$ cat config.mk
export PLATFORM = sky130hd
export DESIGN_NAME = apb_controller_fsm
export DESIGN_NICKNAME = d
export VERILOG_FILES = /design/src/rtl/apb_bridge_pkg.sv /design/src/rtl/apb_controller_fsm.sv
export SDC_FILE = /design/constraint.sdc
export NUM_CORES = 1
export LEC_CHECK = 0
export CORE_ASPECT_RATIO = 2
export CORE_MARGIN = 2
export CORE_UTILIZATION = 32
export DETAILED_ROUTE_END_ITERATION = 10
export GPL_ROUTABILITY_DRIVEN = 0
export PLACE_DENSITY = 0.88
export SLEW_MARGIN = 20
export SYNTH_ARGS = -nofsm -noshare
export SYNTH_HDL_FRONTEND = slang
export SYNTH_SLANG_ARGS = --single-unit
$ cat constraint.sdc
create_clock -name Hclk -period 1.4 [get_ports Hclk]
set_input_delay 0.14 -clock Hclk [delete_from_list [all_inputs] [get_ports Hclk]]
set_output_delay 0.14 -clock Hclk [all_outputs]
set_load 0.005 [all_outputs]
$ cat src/rtl/apb_bridge_pkg.sv
// Shared definitions for the AHB-to-APB bridge: FSM state encoding,
// HTRANS codes and the APB slave address map.
package apb_bridge_pkg;

  typedef enum logic [2:0] {
    ST_IDLE     = 3'd0,
    ST_WWAIT    = 3'd1,
    ST_READ     = 3'd2,
    ST_WRITE    = 3'd3,
    ST_WRITEP   = 3'd4,
    ST_RENABLE  = 3'd5,
    ST_WENABLE  = 3'd6,
    ST_WENABLEP = 3'd7
  } state_t;

  localparam logic [1:0] HTRANS_IDLE   = 2'b00;
  localparam logic [1:0] HTRANS_BUSY   = 2'b01;
  localparam logic [1:0] HTRANS_NONSEQ = 2'b10;
  localparam logic [1:0] HTRANS_SEQ    = 2'b11;

  localparam logic [31:0] SLV0_BASE = 32'h8000_0000;
  localparam logic [31:0] SLV1_BASE = 32'h8400_0000;
  localparam logic [31:0] SLV2_BASE = 32'h8800_0000;
  localparam logic [31:0] SLV_LIMIT = 32'h8C00_0000;

  function automatic logic addr_in_range(input logic [31:0] addr);
    return (addr >= SLV0_BASE) && (addr < SLV_LIMIT);
  endfunction

endpackage

$ cat src/rtl/apb_controller_fsm.sv
// APB sequencer of the AHB-to-APB bridge: turns pipelined AHB transfers into
// APB SETUP/ACCESS phases and stalls the AHB master through Hreadyout.
module apb_controller_fsm
  import apb_bridge_pkg::*;
#(
  parameter int ADDR_W = 32,
  parameter int DATA_W = 32,
  parameter int NSLV   = 3
) (
  input  logic              Hclk,
  input  logic              Hresetn,
  input  logic              valid,
  input  logic [ADDR_W-1:0] Haddr,
  input  logic [ADDR_W-1:0] Haddr1,
  input  logic [ADDR_W-1:0] Haddr2,
  input  logic [DATA_W-1:0] Hwdata,
  input  logic [DATA_W-1:0] Hwdata1,
  input  logic              Hwrite,
  input  logic              Hwritereg,
  input  logic [NSLV-1:0]   tempselx,
  output logic [NSLV-1:0]   Pselx,
  output logic              Penable,
  output logic              Pwrite,
  output logic [ADDR_W-1:0] Paddr,
  output logic [DATA_W-1:0] Pwdata,
  output logic              Hreadyout
);

  state_t              state;
  state_t              next_state;
  logic [NSLV-1:0]     nxt_pselx;
  logic                nxt_penable;
  logic                nxt_pwrite;
  logic [ADDR_W-1:0]   nxt_paddr;
  logic [DATA_W-1:0]   nxt_pwdata;
  logic                nxt_hreadyout;

  // Next-state selection
  always_comb begin
    next_state = ST_IDLE;
    case (state)
      ST_IDLE, ST_RENABLE, ST_WENABLE: begin
        if (!valid)      next_state = ST_IDLE;
        else if (Hwrite) next_state = ST_WWAIT;
        else             next_state = ST_READ;
      end
      ST_WWAIT:  next_state = valid ? ST_WRITEP : ST_WRITE;
      ST_READ:   next_state = ST_RENABLE;
      ST_WRITE:  next_state = valid ? ST_WENABLEP : ST_WENABLE;
      ST_WRITEP: next_state = ST_WENABLEP;
      ST_WENABLEP: begin
        if (!Hwritereg) next_state = ST_READ;
        else if (valid) next_state = ST_WRITEP;
        else            next_state = ST_WRITE;
      end
      default:   next_state = ST_IDLE;
    endcase
  end

  // Output values to be loaded alongside the state update
  always_comb begin
    nxt_pselx     = Pselx;
    nxt_penable   = Penable;
    nxt_pwrite    = Pwrite;
    nxt_paddr     = Paddr;
    nxt_pwdata    = Pwdata;
    nxt_hreadyout = Hreadyout;
    case (state)
      ST_IDLE, ST_RENABLE, ST_WENABLE: begin
        if (valid && !Hwrite) begin
          nxt_paddr     = Haddr;
          nxt_pwrite    = 1'b0;
          nxt_pselx     = tempselx;
          nxt_penable   = 1'b0;
          nxt_hreadyout = 1'b0;
        end else begin
          nxt_pselx     = {NSLV{1'b0}};
          nxt_penable   = 1'b0;
          nxt_hreadyout = 1'b1;
        end
      end
      ST_WWAIT: begin
        nxt_paddr     = Haddr1;
        nxt_pwdata    = Hwdata;
        nxt_pwrite    = 1'b1;
        nxt_pselx     = tempselx;
        nxt_penable   = 1'b0;
        nxt_hreadyout = 1'b0;
      end
      ST_READ, ST_WRITE, ST_WRITEP: begin
        nxt_penable   = 1'b1;
        nxt_hreadyout = 1'b1;
      end
      ST_WENABLEP: begin
        // The pending transfer may be the read that followed a write burst,
        // so direction comes from the latched write flag.
        nxt_paddr     = Haddr2;
        nxt_pwrite    = Hwritereg;
        nxt_pselx     = tempselx;
        nxt_penable   = 1'b0;
        nxt_hreadyout = 1'b0;
        if (Hwritereg) nxt_pwdata = Hwdata1;
        else           nxt_pwdata = Pwdata;
      end
      default: begin
        nxt_pselx     = {NSLV{1'b0}};
        nxt_penable   = 1'b0;
        nxt_pwrite    = 1'b0;
        nxt_paddr     = {ADDR_W{1'b0}};
        nxt_pwdata    = {DATA_W{1'b0}};
        nxt_hreadyout = 1'b1;
      end
    endcase
  end

  // State and output registers
  always_ff @(posedge Hclk) begin
    if (!Hresetn) begin
      state     <= ST_IDLE;
      Pselx     <= {NSLV{1'b0}};
      Penable   <= 1'b0;
      Pwrite    <= 1'b0;
      Paddr     <= {ADDR_W{1'b0}};
      Pwdata    <= {DATA_W{1'b0}};
      Hreadyout <= 1'b1;
    end else begin
      state     <= next_state;
      Pselx     <= nxt_pselx;
      Penable   <= nxt_penable;
      Pwrite    <= nxt_pwrite;
      Paddr     <= nxt_paddr;
      Pwdata    <= nxt_pwdata;
      Hreadyout <= nxt_hreadyout;
    end
  end

endmodule

### Word-level counts from Yosys, hierarchy flattened

Index checks and enable logic that the tools add are counted.

* equal/unequal tests: 9
* mux-type cells: 17
* reductions and logical operators: 12

Operator list (count)
* 32-bit case mux with 3 select lines: 1
* 32-bit two-way mux: 2
* 32-bit case mux with 2 select lines: 1
* 3-bit case mux with 6 select lines: 1
* 3-bit == test (second input constant): 4
* 3-bit two-way mux: 3
* 3-bit by 2-bit == test with 1-bit output (second input constant): 2
* 1-bit case mux with 3 select lines: 2
* 3-bit case mux with 2 select lines: 1
* 3-bit OR reduction: 2
* 5-bit OR reduction: 1
* 2-bit two-way mux: 2
* 2-bit != test (second input constant): 2
* 2-bit AND reduction: 2
* 2-bit nonzero test: 2
* 3-bit by 1-bit == test with 1-bit output (second input constant): 1
* 3-bit logical NOT: 1
* 1-bit two-way mux: 3
* 3-bit nonzero test: 1
* 1-bit case mux with 2 select lines: 1
* 2-bit OR reduction: 1
* 1-bit logical AND: 1
* 1-bit logical NOT: 1

* register bits after elaboration: 73
* output and inout port bits: 70
* logic and storage cells: 45

### Logic depth before layout (Yosys ltp)

* depth after elaboration: 4
* gate-level depth with buffers: 8

### Worst setup path after synthesis

No wires, ideal clock.

* path type: register to register
* start: register state[1]
* end: register Paddr[2]
* library setup time: 0.117 ns
* data arrival time: 1.368 ns
* required time: 1.283 ns
* setup slack: -0.085 ns
* cell stages (with the launch flop): 6
* path buffers: 2
* period minus slack after synthesis: 1.485 ns
* cell sequence: dfxtp_1 -> buf_4 -> nor2b_1 -> o31a_2 -> buf_6 -> a22o_1

* cells in the longest elaborated chain, start to end: 4

RTL lines
* from (decl): RTL line apb_controller_fsm.sv:29 `state_t state;`
* from (signal assigned): RTL line apb_controller_fsm.sv:127 `state <= next_state;`
* 3-bit == test / 3-bit logical NOT (equally long branches): RTL line apb_controller_fsm.sv:68 `case (state)`
* 3-bit OR reduction: RTL line apb_controller_fsm.sv:68
* 2-bit != test (no line) / 3-bit nonzero test (equally long branches)
* 2-bit AND reduction (no line)
* to (signal assigned): RTL line apb_controller_fsm.sv:123 `Paddr <= {ADDR_W{1'b0}};`
* to (signal assigned): RTL line apb_controller_fsm.sv:131 `Paddr <= nxt_paddr;`
* to (decl): RTL line apb_controller_fsm.sv:24 `output logic [ADDR_W-1:0] Paddr,`

Several ways; a longest one is shown, not always the timed one.
A chain may end at the register's enable or synchronous reset.

### Worst setup path in the final report

* start: register state[1]
* end: register Paddr[23]

The elaborated chain is that of the path after synthesis.

==> run_results.csv <==
group,metric,value,unit
run_status,status,"finished, violations left",
run_status,violations,"negative setup slack",
global_route,grt_pass1_vias,4228,
sta,fin_ws,-91.6,ps
global_route,grt.total_usage,22.5,%
die,ios,238,
pwr,p_leak,2.78,nW
worst_setup_path,cpMaxStageDelayCell,"dfxtp_4",
die,dieArea,11900,sq um
logic_synthesis,synth_cell_types,33,
worst_setup_path,setup.worst_path.class,"reg -> reg",
global_route,grt_antenna_before_repair,0,
sta,rsz0062_at_grt,"true",
worst_setup_path,worstPathRequired,1670,ps
detailed_routing,wire_per_inst,19.0,microns
clocking,cts_root_buffer,"clkbuf_16",
pwr,p_sw,4.84,mW
clocking,clock_latency,330,ps
worst_setup_path,worstSetupEndpointType,"flop",
logic_synthesis,yosys_warnings,0,
placed_design,io_buffers,237,
logic_synthesis,syn-mean-instance-area,10.3,sq um
detailed_routing,drtIter0Drc,95,
logic_synthesis,synth_nets,508,
logic_synthesis,syn-cell-area,3510,sq um
sta,fin_skew,7.83,ps
clocking,cts_tree,"done",
pwr,swShare,34.3,%
pwr,p_total,14.1,mW
clocking,cts.clk_slew.worst_paths,60,ps
die,core.rowCount,54,
pwr,p_seq_share,25.2,%
pwr,combPwrFrac,56.1,%
global_route,grt_pass1_wl,21000,microns
sta,fin_crit_sh,107,%
layout,finalNonFillerCells,742,
logic_synthesis,yosysSeqAreaShare,41.7,%
layout,antennaDiodeCount,0,
global_route,grt_max_degree,35,
clocking,cts_buffers,9,
die,coreArea,10800,sq um
detailed_routing,via_per_inst,5.22,
pwr,p_clk_share,18.8,%
pwr,cellInternalPower,9.29,mW
layout,area_delta_synth_final,102,%
logic_synthesis,synthCells,340,
detailed_routing,dr.pass1.iters,4,
detailed_routing,finalWirelength,14100,microns
worst_setup_path,crit_fanout,32,
flow_run,cap_violations,0,
sta,timing_hold_violations_final,0,
sta,min_period,1490,ps
sta,drv_slew,0,
worst_setup_path,cp_top_family,"compound AO/OA/AOI/OAI gates",
detailed_routing,drc,0,
sta,relSlewSlack,64.9,%
pwr,vdd_drop_max,1.40,mV
pwr,cellPowerDensity,2000,nW/um^2
die,start_util,32.4,%
sta,clock.fmax,670,MHz
placed_design,dp_worst_setup_slack,-455,ps
worst_setup_path,crit_buf_inv,2,
hold_path,min_path_type,"in -> reg",
global_route,grt-ovfl-total,0,
worst_setup_path,worst_setup_path_start_kind,"flop",
layout,drive_gt1_share,23.6,%
layout,post-route-util,65.4,%
die,fp.dieH,152,microns
detailed_routing,vias,3870,
die,die_x,78.0,microns
detailed_routing,ant_nets,0,
placed_design,dp_hpwl,9350,microns
placed_design,place_inst,707,
clocking,htreeDepth,3,
clocking,cts.path.max_buffers,2,
worst_setup_path,slowest_delay,360,ps
sta,finalSetupViolations,66,
sta,tightestPinTransition,527,ps
worst_setup_path,cp_cell_sequence,"buf_4, xor2_1, nor2_2, buf_12, a2bb2oi_1, a22o_1",
layout,fin_nets,765,
clocking,cts_hold_buffers,0,
worst_setup_path,critical_path_arrival,1770,ps
sta,hold_ws,398,ps
clocking,numClockSinks,73,
logic_synthesis,ys_ff_latch,73,
[registers in the layout, indices dropped and copies added, names as in the netlist]
signal and flops:
Penable 1, Hreadyout 1, state 3, Pwrite 1, Paddr 32, Pwdata 32, Pselx 3
[cells in the mapped netlist]
cell,number,area (sq um)
o21bai_1,1,7.51
a21oi_2,1,8.76
nand2b_2,1,8.76
buf_6,10,113
buf_2,6,30.0
mux2i_1,32,320
a31oi_1,1,6.26
a21oi_1,4,20.0
a211oi_2,20,250
o21ai_0,1,5.00
a2bb2oi_1,32,280
inv_1,5,18.8
o31a_1,1,8.76
a22o_1,35,307
dfxtp_1,73,1460
nand2_1,4,15.0
xor2_1,1,8.76
nor2b_1,1,6.26
o31a_2,1,10.0
a211oi_1,13,97.6
nor2_1,36,135
mux2_2,1,11.3
o22ai_1,32,200
or2_1,1,6.26
nand3_1,2,10.0
a21oi_4,1,16.3
and2b_1,1,7.51
nor4_4,1,21.3
buf_4,6,45.0
a311oi_1,1,8.76
o21a_1,1,7.51
clkbuf_1,13,48.8
and2_1,1,6.26
[cells in the final DEF (no fill, tap or decap), drive strengths merged, types with 2 or more instances in the layout]
cell             n
nor2            36
bufinv           3
mux2i           32
o31a             5
clkbuf          14
o22ai           32
a21oi            6
dlymetal6s2s     5
nand2            4
nand3            2
inv              6
dfxtp           73
a2bb2oi         32
clkdlybuf4s50  232
a22o            35
a211oi          33
buf             37
[cell type report]
class | instances | area (sq um)
clock buffers | 10 | 229
clock inverters | 6 | 115
fillers | 780 | 3740
inverters | 5 | 18.8
multi-input cells | 230 | 2080
flip-flops and latches | 73 | 1480
well taps | 140 | 175
repair buffers | 278 | 2980
[per-layer routing]
layer	GRT usage, %	up-vias	part of all wire [%]
met2	43.0	187	55
met3	6.77	25	8.3
met4	8.77	0	2.1
met1	21.7	1821	35
li1	-	1837	-
met5	0	-	0
[worst paths after layout]
check | slack, ps | from | cells after the start | to
worst max-delay path | -90 | state[1]$_SDFF_PN0_ | 6 | Paddr[23]$_SDFFE_PN0P_
worst min-delay path | 400 | tempselx[0] | 2 | Pselx[0]$_SDFFE_PN0P_
worst max register to register | -90 | state[1]$_SDFF_PN0_ | 6 | Paddr[23]$_SDFFE_PN0P_
worst min register to register | 480 | Paddr[20]$_SDFFE_PN0P_ | 1 | Paddr[20]$_SDFFE_PN0P_
[power groups by stage]
stage	sequential, mW	clock, mW	combinational (mW)
after floorplan	3.49	0	3.46
after CTS	3.50	2.70	7.48
after global placement	3.49	0	6.20
final	3.56	2.65	7.92
after global routing	3.67	2.80	8.42
after detailed placement	3.52	0	6.40
[metrics by stage]
step	cell area, sq um	setup TNS (ps)
2_1_floorplan	3550	-2760
3_3_place_gp	6130	-21310
3_5_place_dp	6130	-23920
4_1_cts	6800	-3270
5_1_grt	7070	-6770
6_report	7070	-3410
[kinds of logic (layout without fill, tap and decap cells)]
family	after synthesis	count (layout)	synth area share (%)
buffers and inverters	40	299	7.28
flip-flops	73	73	41.7
AO/OA/AOI/OAI	145	148	35.2
XOR/XNOR	1	1	0.250
AND/OR/NAND/NOR	48	48	6.17
multiplexers	33	33	9.45
[what timing repair did]
item | 4_1_cts | 5_1_grt
pin swaps | 8 | 24
gates resized for setup | 31 | 56
setup endpoints to repair | 70 | 73
cloned | 7 | 4
buffers inserted | 9 | 1
(Power assumes the default switching activity.)
